===== config.mk =====
export PLATFORM = sky130hd
export DESIGN_NAME = ma_store_buffer_stage_flat
export DESIGN_NICKNAME = d
export VERILOG_FILES = /design/src/rtl/ma_store_buffer_stage_if.sv /design/src/rtl/ma_store_buffer_stage.sv /design/src/flat_wrapper.sv
export SDC_FILE = /design/constraint.sdc
export NUM_CORES = 1
export LEC_CHECK = 0
export CORE_UTILIZATION = 45
export CTS_CLUSTER_SIZE = 40
export DETAILED_ROUTE_END_ITERATION = 10
export GPL_TIMING_DRIVEN = 0
export PLACE_DENSITY = 0.71
export SLEW_MARGIN = 40
export SYNTH_ARGS = -nofsm -noshare
export SYNTH_HDL_FRONTEND = slang
export SYNTH_SLANG_ARGS = --single-unit

===== constraint.sdc =====
create_clock -name clk -period 7.9 [get_ports clk]
set_input_delay 2.37 -clock clk [delete_from_list [all_inputs] [get_ports clk]]
set_output_delay 2.37 -clock clk [all_outputs]
set_load 0.01 [all_outputs]

===== src/rtl/ma_store_buffer_stage_if.sv =====
`default_nettype none
// ============================================================================
// Module   : ma_store_buffer_stage_if
// Brief    : Data-memory side of the MA stage: load request and the
//            store-buffer drain write handshake.
// Revision : 1.0 - initial release
// ============================================================================
interface ma_store_buffer_stage_if;
    logic        MA_mem_read;
    logic [31:0] MA_mem_raddr;
    logic        mem_wvalid;
    logic        mem_wready;
    logic [31:0] mem_waddr;
    logic [3:0]  mem_wstrb;
    logic [31:0] mem_wdata;

    modport master (
        output MA_mem_read,
        output MA_mem_raddr,
        output mem_wvalid,
        output mem_waddr,
        output mem_wstrb,
        output mem_wdata,
        input  mem_wready
    );

    modport slave (
        input  MA_mem_read,
        input  MA_mem_raddr,
        input  mem_wvalid,
        input  mem_waddr,
        input  mem_wstrb,
        input  mem_wdata,
        output mem_wready
    );
endinterface
`default_nettype wire


===== src/rtl/ma_store_buffer_stage.sv =====
`default_nettype none
// ============================================================================
// Module   : ma_store_buffer_stage
// Brief    : Memory-access stage with an in-order DEPTH-entry store buffer;
//            loads are held while a buffered store targets the same word.
// Revision : 1.0 - initial release
// ============================================================================
module ma_store_buffer_stage #(
    parameter int DEPTH     = 4,
    parameter int PAYLOAD_W = 64
) (
    input  logic                       clk,
    input  logic                       rst_p,
    input  logic                       flush,
    input  logic                       EX_ready,
    output logic                       MA_enable,
    input  logic [31:0]                addr_in,
    input  logic [31:0]                store_data_in,
    input  logic                       mem_read_in,
    input  logic                       mem_write_in,
    input  logic [4:0]                 align_store_in,
    input  logic [PAYLOAD_W-1:0]       payload_in,
    output logic                       MA_ready,
    input  logic                       WB_enable,
    output logic [31:0]                addr_out,
    output logic                       mem_read_out,
    output logic [PAYLOAD_W-1:0]       payload_out,
    output logic                       valid_out,
    output logic [$clog2(DEPTH):0]     sb_count,
    output logic                       sb_empty,
    ma_store_buffer_stage_if.master    mem
);

    localparam int                c_PTR_W   = $clog2(DEPTH);
    localparam int                c_CNT_W   = c_PTR_W + 1;
    localparam logic [c_PTR_W-1:0] c_PTR_ONE = 1;
    localparam logic [c_CNT_W-1:0] c_CNT_ONE = 1;
    localparam logic [c_CNT_W-1:0] c_CNT_MAX = c_CNT_W'(DEPTH);

    // Stage registers
    logic                 r_valid;
    logic [31:0]          r_addr;
    logic [31:0]          r_store_data;
    logic                 r_mem_read;
    logic                 r_mem_write;
    logic [4:0]           r_align;
    logic [PAYLOAD_W-1:0] r_payload;

    // Store buffer
    logic [29:0]          r_sb_addr [DEPTH];
    logic [3:0]           r_sb_strb [DEPTH];
    logic [31:0]          r_sb_data [DEPTH];
    logic [DEPTH-1:0]     r_ent_valid;
    logic [c_PTR_W-1:0]   r_wr_ptr;
    logic [c_PTR_W-1:0]   r_rd_ptr;
    logic [c_CNT_W-1:0]   r_count;

    logic                 w_comming;
    logic                 w_leaving;
    logic                 w_full;
    logic                 w_match;
    logic [DEPTH-1:0]     w_hit;
    logic                 w_push;
    logic                 w_pop;
    logic                 w_wvalid;
    logic [3:0]           w_strb;
    logic [31:0]          w_data;
    logic [1:0]           w_a;

    // Handshake
    assign w_full    = (r_count == c_CNT_MAX);
    assign w_match   = |w_hit;
    assign MA_ready  = r_valid && !flush
                       && !(r_mem_write && w_full)
                       && !(r_mem_read && w_match);
    assign w_leaving = WB_enable && MA_ready;
    assign MA_enable = !r_valid || w_leaving;
    assign w_comming = MA_enable && EX_ready;

    assign w_wvalid  = (r_count != '0);
    assign w_push    = w_leaving && r_mem_write;
    assign w_pop     = w_wvalid && mem.mem_wready;

    // The head entry is included even when it pops this cycle, so a held load
    // is released one cycle after the last matching store has drained.
    generate
        for (genvar gi = 0; gi < DEPTH; gi++) begin : g_match
            assign w_hit[gi] = r_ent_valid[gi] && (r_sb_addr[gi] == r_addr[31:2]);
        end
    endgenerate

    // Byte-lane formatting; a non-one-hot select ORs the selected terms.
    assign w_a = r_addr[1:0];
    always_comb begin
        w_strb = 4'b0000;
        w_data = 32'h0000_0000;
        if (r_align[4]) begin
            w_strb = w_strb | 4'b1111;
            w_data = w_data | r_store_data;
        end
        if (r_align[3]) begin
            w_strb = w_strb | (4'b0001 << w_a);
            w_data = w_data | (r_store_data << {w_a, 3'b000});
        end
        if (r_align[2]) begin
            w_strb = w_strb | (w_a[1] ? 4'b1100 : 4'b0011);
            w_data = w_data | (r_store_data << {w_a[1], 4'b0000});
        end
        if (r_align[1]) begin
            w_strb = w_strb | (4'b1111 >> (2'd3 - w_a));
            w_data = w_data | (r_store_data >> {(2'd3 - w_a), 3'b000});
        end
        if (r_align[0]) begin
            w_strb = w_strb | (4'b1111 << w_a);
            w_data = w_data | (r_store_data << {w_a, 3'b000});
        end
    end

    // Control state
    always_ff @(posedge clk) begin
        if (rst_p) begin
            r_valid     <= 1'b0;
            r_wr_ptr    <= '0;
            r_rd_ptr    <= '0;
            r_count     <= '0;
            r_ent_valid <= '0;
        end else begin
            if (flush) begin
                r_valid <= 1'b0;
            end else if (w_comming) begin
                r_valid <= 1'b1;
            end else if (w_leaving) begin
                r_valid <= 1'b0;
            end

            if (w_pop) begin
                r_rd_ptr              <= r_rd_ptr + c_PTR_ONE;
                r_ent_valid[r_rd_ptr] <= 1'b0;
            end
            if (w_push) begin
                r_wr_ptr              <= r_wr_ptr + c_PTR_ONE;
                r_ent_valid[r_wr_ptr] <= 1'b1;
            end

            case ({w_push, w_pop})
                2'b10:   r_count <= r_count + c_CNT_ONE;
                2'b01:   r_count <= r_count - c_CNT_ONE;
                default: r_count <= r_count;
            endcase
        end
    end

    // Datapath, no reset
    always_ff @(posedge clk) begin
        if (w_comming) begin
            r_addr       <= addr_in;
            r_store_data <= store_data_in;
            r_mem_read   <= mem_read_in;
            r_mem_write  <= mem_write_in;
            r_align      <= align_store_in;
            r_payload    <= payload_in;
        end
        if (w_push) begin
            r_sb_addr[r_wr_ptr] <= r_addr[31:2];
            r_sb_strb[r_wr_ptr] <= w_strb;
            r_sb_data[r_wr_ptr] <= w_data;
        end
    end

    assign addr_out         = r_addr;
    assign mem_read_out     = r_mem_read;
    assign payload_out      = r_payload;
    assign valid_out        = r_valid;
    assign sb_count         = r_count;
    assign sb_empty         = (r_count == '0);

    assign mem.MA_mem_read  = r_mem_read && w_leaving;
    assign mem.MA_mem_raddr = {r_addr[31:2], 2'b00};
    assign mem.mem_wvalid   = w_wvalid;
    assign mem.mem_waddr    = {r_sb_addr[r_rd_ptr], 2'b00};
    assign mem.mem_wstrb    = r_sb_strb[r_rd_ptr];
    assign mem.mem_wdata    = r_sb_data[r_rd_ptr];

endmodule
`default_nettype wire


===== src/flat_wrapper.sv =====
// flat-port wrapper written by rule: the top's interface ports become plain ports
module ma_store_buffer_stage_flat 
#(
    parameter int DEPTH     = 4,
    parameter int PAYLOAD_W = 64
)
  (clk, rst_p, flush, EX_ready, MA_enable, addr_in, store_data_in, mem_read_in, mem_write_in, align_store_in, payload_in, MA_ready, WB_enable, addr_out, mem_read_out, payload_out, valid_out, sb_count, sb_empty, mem_MA_mem_read, mem_MA_mem_raddr, mem_mem_wvalid, mem_mem_waddr, mem_mem_wstrb, mem_mem_wdata, mem_mem_wready);
  ma_store_buffer_stage_if mem_i ();
  input  logic clk;
  input  logic rst_p;
  input  logic flush;
  input  logic EX_ready;
  output logic MA_enable;
  input  logic [31:0] addr_in;
  input  logic [31:0] store_data_in;
  input  logic mem_read_in;
  input  logic mem_write_in;
  input  logic [4:0] align_store_in;
  input  logic [PAYLOAD_W-1:0] payload_in;
  output logic MA_ready;
  input  logic WB_enable;
  output logic [31:0] addr_out;
  output logic mem_read_out;
  output logic [PAYLOAD_W-1:0] payload_out;
  output logic valid_out;
  output logic [$clog2(DEPTH):0] sb_count;
  output logic sb_empty;
  output wire logic [$bits(mem_i.MA_mem_read)-1:0] mem_MA_mem_read;
  output wire logic [$bits(mem_i.MA_mem_raddr)-1:0] mem_MA_mem_raddr;
  output wire logic [$bits(mem_i.mem_wvalid)-1:0] mem_mem_wvalid;
  output wire logic [$bits(mem_i.mem_waddr)-1:0] mem_mem_waddr;
  output wire logic [$bits(mem_i.mem_wstrb)-1:0] mem_mem_wstrb;
  output wire logic [$bits(mem_i.mem_wdata)-1:0] mem_mem_wdata;
  input wire logic [$bits(mem_i.mem_wready)-1:0] mem_mem_wready;
  assign mem_MA_mem_read = mem_i.MA_mem_read;
  assign mem_MA_mem_raddr = mem_i.MA_mem_raddr;
  assign mem_mem_wvalid = mem_i.mem_wvalid;
  assign mem_mem_waddr = mem_i.mem_waddr;
  assign mem_mem_wstrb = mem_i.mem_wstrb;
  assign mem_mem_wdata = mem_i.mem_wdata;
  assign mem_i.mem_wready = mem_mem_wready;
  ma_store_buffer_stage #(.DEPTH(DEPTH), .PAYLOAD_W(PAYLOAD_W)) u_core (.clk(clk), .rst_p(rst_p), .flush(flush), .EX_ready(EX_ready), .MA_enable(MA_enable), .addr_in(addr_in), .store_data_in(store_data_in), .mem_read_in(mem_read_in), .mem_write_in(mem_write_in), .align_store_in(align_store_in), .payload_in(payload_in), .MA_ready(MA_ready), .WB_enable(WB_enable), .addr_out(addr_out), .mem_read_out(mem_read_out), .payload_out(payload_out), .valid_out(valid_out), .sb_count(sb_count), .sb_empty(sb_empty), .mem(mem_i));
endmodule

* Yosys cells after proc, flatten, opt, wreduce, memory -nomap -nowiden *
Memory sizes are Yosys's and may differ from the RTL's. A register that Yosys moved wholly into a read port is not among the register bits.
Index checks and enable logic that the tools add are counted.

storage, ports and cells
  output and inout port bits = 206
  register bits after elaboration = 147
  bits in writable memories = 264
  memories kept = 3

memory list
  name              depth  bits a word  read ports  clocked after memory_dff  write ports  line                         source
  u_core.r_sb_data  4      32           1           1                         1            ma_store_buffer_stage.sv:52  logic [31:0] r_sb_data [DEPTH];
  u_core.r_sb_addr  4      30           5           1                         1            ma_store_buffer_stage.sv:50  logic [29:0] r_sb_addr [DEPTH];
  u_core.r_sb_strb  4      4            1           1                         1            ma_store_buffer_stage.sv:51  logic [3:0] r_sb_strb [DEPTH];

operators by class
  bitwise logic cells = 11
  eq/ne operators = 7
  shifts and indexed selects = 6
  add/sub/neg operators = 5
  reduce and logical (&&, ||, !) cells = 27
  magnitude comparators = 4
  mux-type cells = 29

operators with widths
  operator                                                                             number
  32-bit two-way mux                                                                   5
  32-bit OR                                                                            4
  30-bit equality test                                                                 4
  32-bit by 5-bit left shift with 32-bit output                                        2
  4-bit two-way mux                                                                    9
  32-bit by 5-bit >> shifter with 32-bit output                                        1
  4-bit OR                                                                             5
  1-bit logical AND                                                                    16
  2-bit two-way mux                                                                    6
  2-bit by 3-bit < comparator with 1-bit output, second input constant                 2
  1-bit two-way mux                                                                    6
  3-bit case mux with 2 select lines                                                   1
  2-bit by 1-bit adder with 2-bit output, second input constant                        2
  4-bit AND                                                                            1
  1-bit demux with 2-bit select                                                        2
  2-bit by 1-bit greater-or-equal comparator with 1-bit output, second input constant  2
  1-bit zero test                                                                      4
  4-bit NOT                                                                            1
  2-bit nonzero test                                                                   2
  4-bit OR reduction                                                                   1
  1-bit by 2-bit left shift with 4-bit output, first input constant                    1
  4-bit by 2-bit left shift with 4-bit output, first input constant                    1
  4-bit by 2-bit >> shifter with 4-bit output, first input constant                    1
  3-bit by 1-bit adder with 3-bit output, second input constant                        1
  other kinds (9)                                                                      9

* Logic depth before layout (Yosys ltp) *
An unclocked memory read counts as a cell.

  word-level depth = 11
  mapped depth = 15

* Worst setup path after synthesis *
No wires, ideal clock.

  kind = input -> register
  start point = in flush
  end point = reg u_core.r_addr[0], in the netlist u_core.addr_out[0], enable pin
  path buffers = 0
  stages = 5
  setup slack = 1186 ps
  data required time = 7390 ps
  arrival time = 6205 ps
  cell sequence = nand2b_1 a41oi_1 nand2_1 o21ai_1 and2_1

between the ends
  word-level cells in the longest chain between the ends = 7

RTL lines
  what                  line                          source
  start, declared       flat_wrapper.sv:11            input logic flush;
  1-bit zero test       ma_store_buffer_stage.sv:73   assign MA_ready = r_valid && !flush
  1-bit logical AND     ma_store_buffer_stage.sv:73
  1-bit logical AND     ma_store_buffer_stage.sv:74   && !(r_mem_write && w_full)
  1-bit logical AND     ma_store_buffer_stage.sv:75   && !(r_mem_read && w_match);
  1-bit logical AND     ma_store_buffer_stage.sv:76   assign w_leaving = WB_enable && MA_ready;
  1-bit logical OR      ma_store_buffer_stage.sv:77   assign MA_enable = !r_valid || w_leaving;
  via MA_enable         flat_wrapper.sv:13            output logic MA_enable;
  1-bit logical AND     ma_store_buffer_stage.sv:78   assign w_comming = MA_enable && EX_ready;
  via u_core.w_comming  ma_store_buffer_stage.sv:58   logic w_comming;
  end signal, assigned  ma_store_buffer_stage.sv:156  r_addr <= addr_in;
  end, declared         ma_store_buffer_stage.sv:42   logic [31:0] r_addr;

The timed path passes the listed nets, and every way through them passes these cells.
A chain may end at the register's enable or synchronous reset.

* Worst setup path in the final report *
  start point = in flush
  end point = out MA_enable

between the ends
  word-level cells in the longest chain between the ends = 6

RTL lines
  what               line
  1-bit zero test    ma_store_buffer_stage.sv:73
  1-bit logical AND  ma_store_buffer_stage.sv:73
  1-bit logical AND  ma_store_buffer_stage.sv:74
  1-bit logical AND  ma_store_buffer_stage.sv:75
  1-bit logical AND  ma_store_buffer_stage.sv:76
  1-bit logical OR   ma_store_buffer_stage.sv:77
  end, declared      flat_wrapper.sv:13

No other way between the ends.

==> impl_metrics.csv <==
group,metric,value,unit
yosys,syn_avg_cell_area,17.8,µm²
yosys,yosysWarnings,0,
final_layout,antenna_cells,0,
placed_design,dp_hpwl,30200,µm
outcome,status,"completed",
power,intPower,3840,µW
clock_network,cts_buffer_depth,3,
clock_network,cts-htree-levels,2,
sta,finalHoldViolations,0,
global_routing,grt_overflow,0,
yosys,synth_area_leader_cell,"edfxtp_1",
sta,holdWs,0.474,ns
yosys,synth_cell_type_count,46,
final_layout,register_area,12300,µm²
critical_path,cp-start-kind,"input pin",
die,dieArea,38700,µm²
routing,routed_wl,42200,µm
critical_path,critPathMaxFanout,3,
routing,post_drt_wl_per_cell,22.2,µm
yosys,yosysMostFrequentCell,"edfxtp_1",
flow_run,maxCapViolCount,0,
clock_network,clock_latency,0.56,ns
power,power_frac_comb,8.4,%
min_path,hp-start,"u_core.r_ent_valid[3]",
yosys,netlist_top_cells_count,"edfxtp_1, xnor2_1, mux4_2, buf_4, clkbuf_1",
routing,drtIter0Drc,847,
critical_path,reg2reg_from,"u_core.addr_out[20]",
power,fin_total_pwr,4900,µW
sta,final_max_slew_viol_count,0,
sta,setup_tns,0,ns
power,switching_share,21.6,%
yosys,synth_enable_flop_cells,399,
power,power.density,215,nW/µm²
global_routing,grt_max_degree,50,
final_layout,area.growth.synth_to_final,33.4,%
final_layout,fin_util,61.6,%
clock_network,cts_resized,0,
critical_path,crit_chain,"clkdlybuf4s50_1, nand2b_1, a41oi_1, nand2_1, o21ai_1, clkdlybuf4s50_1",
yosys,synth_top_area_share,70.2,%
clock_network,cts_tree,"yes",
die,start_util,46.2,%
yosys,yosysSeqAreaShare,71.8,%
yosys,ys_seq_elements,413,
clock_network,cts_root_buf,"clkbuf_16",
clock_network,cts_hold_buf,0,
sta,rsz0062_at_grt,"no",
power,p_switching,1060,µW
routing,ant_nets,0,
sta,finalCritPeriodShare,81.3,%
yosys,ys_async_sr_fraction,0,%
die,io_pins,347,
min_path,hold_path_end,"u_core.r_ent_valid[3]",
yosys,synth-main-ff-cell,"edfxtp_1",
sta,fin_worst_skew,0.00953,ns
critical_path,path_class,"input pin to output port",
critical_path,endpoint_kind,"output port",
final_layout,final_nets,1514,
sta,setup_viol_count_final,0,
global_routing,antenna_found_initial,0,
power,cellLeakagePower,0.00743,µW
sta,fmax,156,MHz
routing,dr.pass1.iters,6,
critical_path,r2r_setup_slack,4.05,ns
sta,max_slew_margin,39.9,%
die,die_y,197,µm
critical_path,reg2reg_depth,15,
global_routing,grtUsageTotal,22.0,%
yosys,synth_area,17100,µm²
critical_path,cpMostUsedCell,"clkdlybuf4s50_1",
critical_path,rr_endpoint,"u_core.sb_count[2]",
sta,min_period,6.42,ns
yosys,syn_inst,961,
critical_path,slowest_delay,0.59,ns
critical_path,worst_path_max_delay_cell,"clkdlybuf4s50_1",
placed_design,routabilityCongestion,0.914,
final_layout,drive_gt1_share,14.0,%
placed_design,placed_cell_area,21400,µm²
clock_network,cts_sinks,413,
clock_network,clk_pin_slew,0.05,ns
die,placementRows,70,
placed_design,port_buffers,341,
clock_network,cts_buffers,45,
power,seqPwrFrac,51.5,%
final_layout,nFillCells,2787,
routing,avgViaCountPerCell,5.36,
final_layout,multi_input_area,4320,µm²
routing,vias,10200,
global_routing,grt_pass1_wl,62800,µm
global_routing,grt_pass1_vias,10300,
final_layout,stdcell_area,22800,µm²
power,p_clk_share,40.2,%
yosys,synth_area_leaders,"edfxtp_1, mux4_2, xnor2_1, dfxtp_1, buf_4",
min_path,hold_path_depth,2,
power,irDropWorstVdd,0.000164,V
die,die_w,197,µm
critical_path,arrival,4.05,ns
critical_path,cp.required,5.53,ns
die,coreArea,37000,µm²
clock_network,postCtsSetupBuffers,0,
routing,drt_drc_violations_left,0,
sta,worstMarginPinSlew,0.902,ns
min_path,holdCritPathClass,"flip-flop to flip-flop",
state kept, by name, summed over array words and instances, names as in the netlist, named ones only:
| signal | count |
|---|---|
| u_core.r_ent_valid | 4 |
| u_core.addr_out | 32 |
| u_core.payload_out | 64 |
| u_core.r_sb_data | 128 |
| u_core.sb_count | 3 |
| u_core.r_rd_ptr | 2 |
| u_core.r_sb_strb | 16 |
| u_core.valid_out | 1 |
| u_core.r_wr_ptr | 2 |
| u_core.r_align | 5 |
| u_core.r_mem_write | 1 |
| u_core.mem_read_out | 1 |
| u_core.r_sb_addr | 120 |
| u_core.r_store_data | 32 |
metal layers:
metal  up-vias  part of all wire, %  global-route usage [%]
li1       4553                    -                       -
met1      5074                   40                    28.3
met2       468                   50                    36.7
met3        86                  6.7                    4.38
met4         0                  3.5                    8.73
met5         -                    0                       0
critical path, delay by kind of cell:
family / cells / cell delay (ns)
buf+inv: 2 / 1.02
compound gates: 2 / 0.40
simple gates: 2 / 0.27
worst max-delay path by stage:
stage / startpoint / to / slack, ns / depth (start not counted)
finish: flush / MA_enable / 1.48 / 6
CTS: flush / MA_enable / 1.49 / 6
global placement: flush / u_core.payload_out[59] / -0.64 / 6
floorplan: flush / u_core.addr_out[0] / 1.19 / 5
detailed placement: flush / MA_enable / 1.51 / 6
global route: flush / MA_enable / 1.40 / 6
metrics by stage:
step / setup slack, ns / instances
final: 1.48 / 1901
after floorplan: 1.19 / 964
after detailed placement: 1.51 / 1820
after CTS: 1.49 / 1901
after global routing: 1.40 / 1901
after global placement: -0.638 / 1809
cells in the final DEF, fill, tap and decap left out, drive strengths merged, types with 14 or more instances in the layout:
master / count
xor2: 23
nor2b: 15
clkbuf: 87
o21ai: 20
xnor2: 97
a22o: 16
nand4: 24
clkdlybuf4s50: 341
mux2i: 17
buf: 60
a21oi: 23
clkinv: 24
nand2: 14
a22oi: 15
mux4: 66
edfxtp: 399
inv: 23
dfxtp: 14
nor2: 29
layout make-up:
cell class	instances	share of cell area, %
flip-flops and latches	413	53.8
multi-input cells	447	18.9
repair buffers	352	16.0
clock buffers	54	5.28
well taps	504	2.77
plain buffers	82	1.99
clock inverters	27	0.835
inverters	22	0.363
cell families (layout without fill, tap and decap cells):
logic type	after synthesis	in the layout	synth area share, %
AOI/OAI and AO/OA	112	112	4.71
adders and majority gates	10	10	0.777
xor gates and xnor gates	120	120	6.16
and+or+nand+nor	117	117	3.62
other	1	4	0.0220
muxes	84	84	9.77
buffers and inverters	104	537	3.12
DFF	413	413	71.8
power by group through the flow:
stage          logic, µW  clock network [µW]  registers [µW]
6_report             410                1970            2520
5_1_grt              437                2100            2530
4_1_cts              413                2020            2520
3_5_place_dp         412                   0            2570
3_3_place_gp         398                   0            2570
2_1_floorplan        167                   0            2570
Note: power is estimated with default switching activity, not from simulation.
